`src/rtl/fpnew_req_arbiter.sv`:
```
// fpnew_req_arbiter: shares one FPU between NumReq requesters.
// Requests are granted round-robin and the grant is held until the FPU accepts
// the operation. The requester index is sent through the FPU as the tag, and
// results are steered back to the owning requester by that tag. A credit
// counter limits the number of operations in flight inside the FPU.
module fpnew_req_arbiter #(
  parameter int unsigned NumReq         = 4,
  parameter int unsigned Width          = 32,
  parameter int unsigned MaxOutstanding = 4,
  parameter int unsigned IdWidth        = $clog2(NumReq)
) (
  input  logic                                clk_i,
  input  logic                                rst_ni,
  // requester side, issue
  input  logic [NumReq-1:0]                   req_valid_i,
  output logic [NumReq-1:0]                   req_ready_o,
  input  logic [NumReq-1:0][2:0][Width-1:0]   req_operands_i,
  input  logic [NumReq-1:0][3:0]              req_op_i,
  input  logic [NumReq-1:0]                   req_op_mod_i,
  input  logic [NumReq-1:0][2:0]              req_rnd_mode_i,
  input  logic [NumReq-1:0][2:0]              req_src_fmt_i,
  input  logic [NumReq-1:0][2:0]              req_dst_fmt_i,
  input  logic [NumReq-1:0][1:0]              req_int_fmt_i,
  input  logic [NumReq-1:0]                   req_vectorial_i,
  // requester side, response
  output logic [NumReq-1:0]                   rsp_valid_o,
  input  logic [NumReq-1:0]                   rsp_ready_i,
  output logic [Width-1:0]                    rsp_result_o,
  output logic [4:0]                          rsp_status_o,
  // FPU side, issue
  output logic [2:0][Width-1:0]               fpu_operands_o,
  output logic [3:0]                          fpu_op_o,
  output logic                                fpu_op_mod_o,
  output logic [2:0]                          fpu_rnd_mode_o,
  output logic [2:0]                          fpu_src_fmt_o,
  output logic [2:0]                          fpu_dst_fmt_o,
  output logic [1:0]                          fpu_int_fmt_o,
  output logic                                fpu_vectorial_o,
  output logic [IdWidth-1:0]                  fpu_tag_o,
  output logic                                fpu_in_valid_o,
  input  logic                                fpu_in_ready_i,
  // FPU side, response
  input  logic [Width-1:0]                    fpu_result_i,
  input  logic [4:0]                          fpu_status_i,
  input  logic [IdWidth-1:0]                  fpu_tag_i,
  input  logic                                fpu_out_valid_i,
  output logic                                fpu_out_ready_o,
  // control
  input  logic                                flush_i,
  output logic                                fpu_flush_o,
  output logic                                busy_o
);

  localparam int unsigned CntWidth = $clog2(MaxOutstanding + 1);

  typedef enum logic {
    IDLE,
    LOCKED
  } state_e;

  state_e               state_q;
  logic [IdWidth-1:0]   gnt_idx_q;
  logic [IdWidth-1:0]   rr_ptr_q;
  logic [CntWidth-1:0]  cnt_q, cnt_d;

  logic                 credit_ok;
  logic                 pick_valid;
  logic [IdWidth-1:0]   pick_idx;
  logic [IdWidth-1:0]   cand;
  logic                 issue_hs;
  logic                 rsp_hs;
  logic                 tag_ok;

  // Index base+off wrapped into 0..NumReq-1 (NumReq need not be a power of two).
  function automatic logic [IdWidth-1:0] wrap_idx(input logic [IdWidth-1:0] base,
                                                  input int unsigned        off);
    int unsigned sum;
    sum = 32'(base) + off;
    if (sum >= NumReq) sum = sum - NumReq;
    return IdWidth'(sum);
  endfunction

  assign credit_ok = (cnt_q < CntWidth'(MaxOutstanding));

  // Round-robin pick: first valid requester at or after rr_ptr_q, wrapping.
  always_comb begin
    // NOTE: every signal assigned in always_comb gets a default first so no path
    // leaves it unassigned, which would otherwise infer a latch.
    pick_valid = 1'b0;
    pick_idx   = '0;
    cand       = '0;
    for (int unsigned i = 0; i < NumReq; i++) begin
      cand = wrap_idx(rr_ptr_q, i);
      if (!pick_valid && req_valid_i[cand]) begin
        pick_valid = 1'b1;
        pick_idx   = cand;
      end
    end
  end

  // Issue path: the locked requester's fields go straight to the FPU.
  // fpu_in_valid_o depends on state and flush only, never on fpu_in_ready_i.
  assign fpu_in_valid_o  = (state_q == LOCKED) && !flush_i;
  assign issue_hs        = fpu_in_valid_o && fpu_in_ready_i;
  assign fpu_tag_o       = gnt_idx_q;
  assign fpu_operands_o  = req_operands_i[gnt_idx_q];
  assign fpu_op_o        = req_op_i[gnt_idx_q];
  assign fpu_op_mod_o    = req_op_mod_i[gnt_idx_q];
  assign fpu_rnd_mode_o  = req_rnd_mode_i[gnt_idx_q];
  assign fpu_src_fmt_o   = req_src_fmt_i[gnt_idx_q];
  assign fpu_dst_fmt_o   = req_dst_fmt_i[gnt_idx_q];
  assign fpu_int_fmt_o   = req_int_fmt_i[gnt_idx_q];
  assign fpu_vectorial_o = req_vectorial_i[gnt_idx_q];

  // Accept pulse back to the granted requester on the FPU handshake.
  always_comb begin
    req_ready_o = '0;
    for (int unsigned i = 0; i < NumReq; i++) begin
      req_ready_o[i] = issue_hs && (gnt_idx_q == IdWidth'(i));
    end
  end

  // Response steering by tag; an out-of-range tag is drained and dropped.
  always_comb begin
    rsp_valid_o     = '0;
    fpu_out_ready_o = 1'b1;
    tag_ok          = 1'b0;
    for (int unsigned i = 0; i < NumReq; i++) begin
      if (fpu_tag_i == IdWidth'(i)) begin
        tag_ok          = 1'b1;
        rsp_valid_o[i]  = fpu_out_valid_i && !flush_i;
        fpu_out_ready_o = rsp_ready_i[i];
      end
    end
  end

  assign rsp_result_o = fpu_result_i;
  assign rsp_status_o = fpu_status_i;
  assign rsp_hs       = fpu_out_valid_i && fpu_out_ready_o && !flush_i;

  // Credit counter: +1 per issue, -1 per returned result, cleared by flush.
  always_comb begin
    cnt_d = cnt_q;
    unique case ({issue_hs, rsp_hs})
      2'b10:   cnt_d = cnt_q + 1'b1;
      2'b01:   if (cnt_q != '0) cnt_d = cnt_q - 1'b1;
      default: cnt_d = cnt_q;
    endcase
    if (flush_i) cnt_d = '0;
  end

  // Credit counter register.
  always_ff @(posedge clk_i or negedge rst_ni) begin
    // NOTE: sequential state uses non-blocking assignments so every register
    // samples the pre-edge values, independent of statement order.
    if (!rst_ni) cnt_q <= '0;
    else         cnt_q <= cnt_d;
  end

  // Issue FSM: pick in IDLE, hold the grant in LOCKED until the FPU accepts.
  always_ff @(posedge clk_i or negedge rst_ni) begin
    if (!rst_ni) begin
      state_q   <= IDLE;
      gnt_idx_q <= '0;
      rr_ptr_q  <= '0;
    end else if (flush_i) begin
      // Abandon any held grant; the round-robin position survives the flush.
      state_q <= IDLE;
    end else begin
      unique case (state_q)
        IDLE: begin
          if (credit_ok && pick_valid) begin
            gnt_idx_q <= pick_idx;
            state_q   <= LOCKED;
          end
        end
        LOCKED: begin
          if (fpu_in_ready_i) begin
            rr_ptr_q <= (gnt_idx_q == IdWidth'(NumReq - 1)) ? '0 : gnt_idx_q + 1'b1;
            state_q  <= IDLE;
          end
        end
        default: state_q <= IDLE;
      endcase
    end
  end

  assign busy_o      = (cnt_q != '0) || (state_q == LOCKED);
  assign fpu_flush_o = flush_i;

  // Protocol checks: bad tags, credit underflow, and requester hold rules.
  a_tag_in_range: assert property (@(posedge clk_i) disable iff (!rst_ni)
    !(fpu_out_valid_i && !tag_ok));

  a_no_underflow: assert property (@(posedge clk_i) disable iff (!rst_ni)
    !(rsp_hs && !issue_hs && (cnt_q == '0)));

  a_grant_held: assert property (@(posedge clk_i) disable iff (!rst_ni)
    (state_q == LOCKED && !fpu_in_ready_i && !flush_i)
      |=> (state_q == LOCKED) && $stable(gnt_idx_q));

  a_req_held: assert property (@(posedge clk_i) disable iff (!rst_ni)
    (state_q == LOCKED && !fpu_in_ready_i && !flush_i) |=> req_valid_i[gnt_idx_q]);

  a_credit_bound: assert property (@(posedge clk_i) disable iff (!rst_ni)
    cnt_q <= CntWidth'(MaxOutstanding));

endmodule

```
`config.mk`:
```
export PLATFORM = sky130hd
export DESIGN_NAME = fpnew_req_arbiter
export DESIGN_NICKNAME = d
export VERILOG_FILES = /design/src/rtl/fpnew_req_arbiter.sv
export SDC_FILE = /design/constraint.sdc
export NUM_CORES = 1
export LEC_CHECK = 0
export BUFFER_PORTS_ARGS = -buffer_cell sky130_fd_sc_hd__buf_4
export CAP_MARGIN = 25
export CELL_PAD_IN_SITES_DETAIL_PLACEMENT = 0
export CELL_PAD_IN_SITES_GLOBAL_PLACEMENT = 1
export CORE_AREA = 2 2 259 261
export DETAILED_ROUTE_END_ITERATION = 12
export DIE_AREA = 0 0 261 263
export PLACE_DENSITY = 0.4
export SKIP_CTS_REPAIR_TIMING = 1
export SLEW_MARGIN = 15
export SYNTH_ARGS = -nofsm -noshare
export SYNTH_HDL_FRONTEND = slang
export SYNTH_SLANG_ARGS = --single-unit
```
`constraint.sdc`:
```
create_clock -name clk_i -period 2.9 [get_ports clk_i]
set_input_delay 0.87 -clock clk_i [delete_from_list [all_inputs] [get_ports clk_i]]
set_output_delay 0.87 -clock clk_i [all_outputs]
set_load 0.03 [all_outputs]
```
==> impl_metrics.py <==
metrics = {
    "clock_network": {
        "cts-htree-levels": 1,
        "cts_tree": "done",
        "cts_buffers": 3,
        "cts.clk_slew.worst_paths_ns": 0.04,
        "root_buffer": "clkbuf_16",
        "clock-sinks": 8,
        "clockBufferDepth": 2,
        "clk_latency_ns": 0.23,
    },
    "timing": {
        "finalCritPeriodShare_pct": 95.31,
        "fmax_mhz": 361.8,
        "finalHoldViolations": 0,
        "fin_worst_skew_ns": 0.0008089,
        "holdWs_ns": 0.4572,
        "fin_crit_ns": 2.764,
        "worstMarginPinSlew_ns": 0.8093,
        "rsz0062_at_grt": "no",
        "setup_ws_ns": 0.1359,
        "slew-limit-headroom_pct": 45.34,
        "setup_viol": 0,
        "slew_violations": 0,
        "fin_setup_tns_ns": 0,
    },
    "global_routing": {
        "grt_usage_pct": 8.546,
        "grt_pass1_wl_um": 42080,
        "grt_pass1_vias": 5544,
        "grt_max_degree": 50,
        "gr-total-overflow": 0,
        "antenna_found_initial": 10,
    },
    "final_layout": {
        "multi_input_comb_area_um2": 2997,
        "regArea_um2": 207.7,
        "fillers": 7532,
        "syn2layout_area_growth_pct": 151.9,
        "finalNetCount": 1321,
        "drive_above_1_share_pct": 91.12,
    },
    "worst_setup_path": {
        "ff2ff_path_depth": 7,
        "r2r_setup_slack_ns": 0.91,
        "slowest_stage": "mux4_2",
        "cp_max_fo": 34,
        "critPathLaunchType": "flop",
        "critPathRequiredTime_ns": 2.03,
        "cp_common_cell": "buf_12",
        "path_class": "flop to primary output",
        "crit_buf_inv": 3,
        "cp_top_family": "buffers and inverters",
        "worstReg2RegEnd": "cnt_q[1]",
        "r2r-start": "state_q",
        "critical_path.cell_chain": "buf_12 > buf_12 > mux4_2 > buf_4",
        "cp-end-kind": "primary output",
        "slowest_delay_ns": 0.50,
        "arrival_ns": 1.89,
    },
    "floorplan": {
        "die_w_um": 261,
        "initial_core_util_pct": 5.508,
        "chipHeight_um": 263,
        "fp.dieArea_um2": 68640,
        "core-area_um2": 65630,
        "io_pins": 668,
        "rows": 94,
    },
    "synthesis": {
        "netlist_instances": 256,
        "synth_warnings": 0,
        "synth_top_cell_area_share_pct": 71.03,
        "syn_nets": 765,
        "async_flop_share_pct": 100.0,
        "synth_seq_cells": 8,
        "synth.area.top_cells": "mux4_2, buf_4, dfrtp_1",
        "ys.flop_type": "dfrtp_1",
        "syn_area_um2": 3615,
        "synth_cell_types": 34,
        "syn-mean-instance-area_um2": 14.12,
        "yosys.area.top_type": "mux4_2",
        "synth_edf_count": 0,
        "synth-seq-area-share_pct": 5.538,
    },
    "pwr": {
        "power_leakage_nw": 4.022,
        "peakVddDrop_uv": 310.6,
        "p_per_area_nw_per_um2": 677.9,
    },
    "drt": {
        "route.detailed.drc": 0,
        "vias": 5038,
        "vias_per_cell": 3.006,
        "drt-pass1-iter-count": 4,
        "drt_wl_total_um": 32170,
        "ant_nets": 0,
        "drt_iter0_drc": 230,
        "wire_per_inst_um": 19.19,
    },
    "run_status": {
        "status": "finished, final reports clean",
    },
    "job": {
        "cap_violations": 0,
    },
    "placed_design": {
        "portBuffers": 593,
        "place_hpwl_um": 29450,
        "pre_cts_ws_ns": 0.09140,
        "finalWeightedCongestion": 0.8116,
    },
    "worst_hold_path": {
        "hp-class": "input port to asynchronous set/reset pin",
    },
}
area by class of cell:
type / instances / area share [%]
clock buffer: 4 / 0.8656
tap: 864 / 11.87
sequential: 8 / 2.281
multi-input combinational: 179 / 32.91
inverter: 4 / 0.1649
antenna: 1 / 0.02748
timing repair buffer: 616 / 51.88
per-stage QoR:
step           instance area, um2  util (%)  std cells  total power, mW
2_1_floorplan                3615         -        256            3.719
3_3_place_gp                 9025     13.75       1671            6.086
3_5_place_dp                 9025     13.75       1671            6.067
4_1_cts                      9104     13.87       1675            6.327
5_1_grt                      9106     13.88       1676            6.543
6_report                     9106     13.88       1676            6.173
logic make-up (layout without fill, tap and decap cells):
logic type / after synthesis / in the layout / synth area share, %
flops: 8 / 8 / 5.538
compound gates: 14 / 14 / 2.457
buf+inv: 69 / 624 / 11.56
xor+xnor: 3 / 3 / 0.7270
fa+ha+maj: 5 / 5 / 1.731
other cells: 0 / 1 / 0
mux: 116 / 116 / 71.58
simple gates: 41 / 41 / 6.404
worst reg2reg max path: stages (launching register included):
cell     delay [ns]
dfrtp_1        0.41
and3b_1        0.30
nor2_1         0.10
xor2_1         0.15
ha_1           0.27
nor2b_1        0.16
or4b_1         0.45
nand3_1        0.09
metal layers:
layer | global-route usage, % | part of all wire (%)
met4 | 0.8600 | 0.91
met5 | 0 | 0.14
met1 | 8.981 | 34
met3 | 3.899 | 13
met2 | 15.92 | 51
power by group:
| group | internal [mW] | switching [mW] |
|---|---|---|
| Clock | 0.184 | 0.0601 |
| Sequential | 0.148 | 0.0405 |
| Combinational | 2.67 | 3.07 |
| Total | 3.00 | 3.17 |
synthesized netlist by cell type (all sizes together), types with 2 or more instances:
cell type,count
o22ai,2
mux4,114
nor2,6
a21oi,3
buf,54
nor3,3
clkbuf,11
o41ai,2
ha,5
xnor2,2
dfrtp,8
a31oi,2
nor2b,2
and2,5
nand3,2
nand2,12
o21ai,3
inv,4
nand2b,3
mux2i,2
cells in the final DEF (no fill, tap or decap), types with 2 or more instances in the layout:
cell type  Yosys  final
a21oi_1        3      3
a31oi_1        2      2
and2_1         5      5
buf_12         0      8
buf_4         38    608
clkbuf_16      0      3
dfrtp_1        8      6
dfrtp_4        0      2
ha_1           5      5
inv_1          4      4
mux2i_1        2      2
mux4_2       114    114
nand2_1       11     11
nand2b_1       3      3
nand3_1        2      2
nor2_1         6      6
nor2b_1        2      2
nor3_1         3      3
o21ai_0        3      3
o22ai_1        2      2
o41ai_1        2      2
xnor2_1        2      2
registers in the layout, summed over array words and instances, names as in the netlist:
name and cells:
fpu_tag_o 2, cnt_q 3, state_q 1, rr_ptr_q 2
how the worst max path moves through the flow:
stage / start / to / slack (ns) / cells after the start
2_1_floorplan: fpu_tag_o[0] / fpu_operands_o[55] / 0.08 / 4
3_3_place_gp: fpu_tag_i[0] / cnt_q[1] / 0.05 / 9
3_5_place_dp: fpu_tag_i[0] / cnt_q[1] / 0.09 / 9
4_1_cts: fpu_tag_o[0] / fpu_op_o[1] / 0.1 / 4
5_1_grt: fpu_tag_o[0] / fpu_operands_o[35] / 0.04 / 4
6_report: fpu_tag_o[0] / fpu_operands_o[35] / 0.14 / 4
Note: power is estimated with default switching activity, not from simulation.
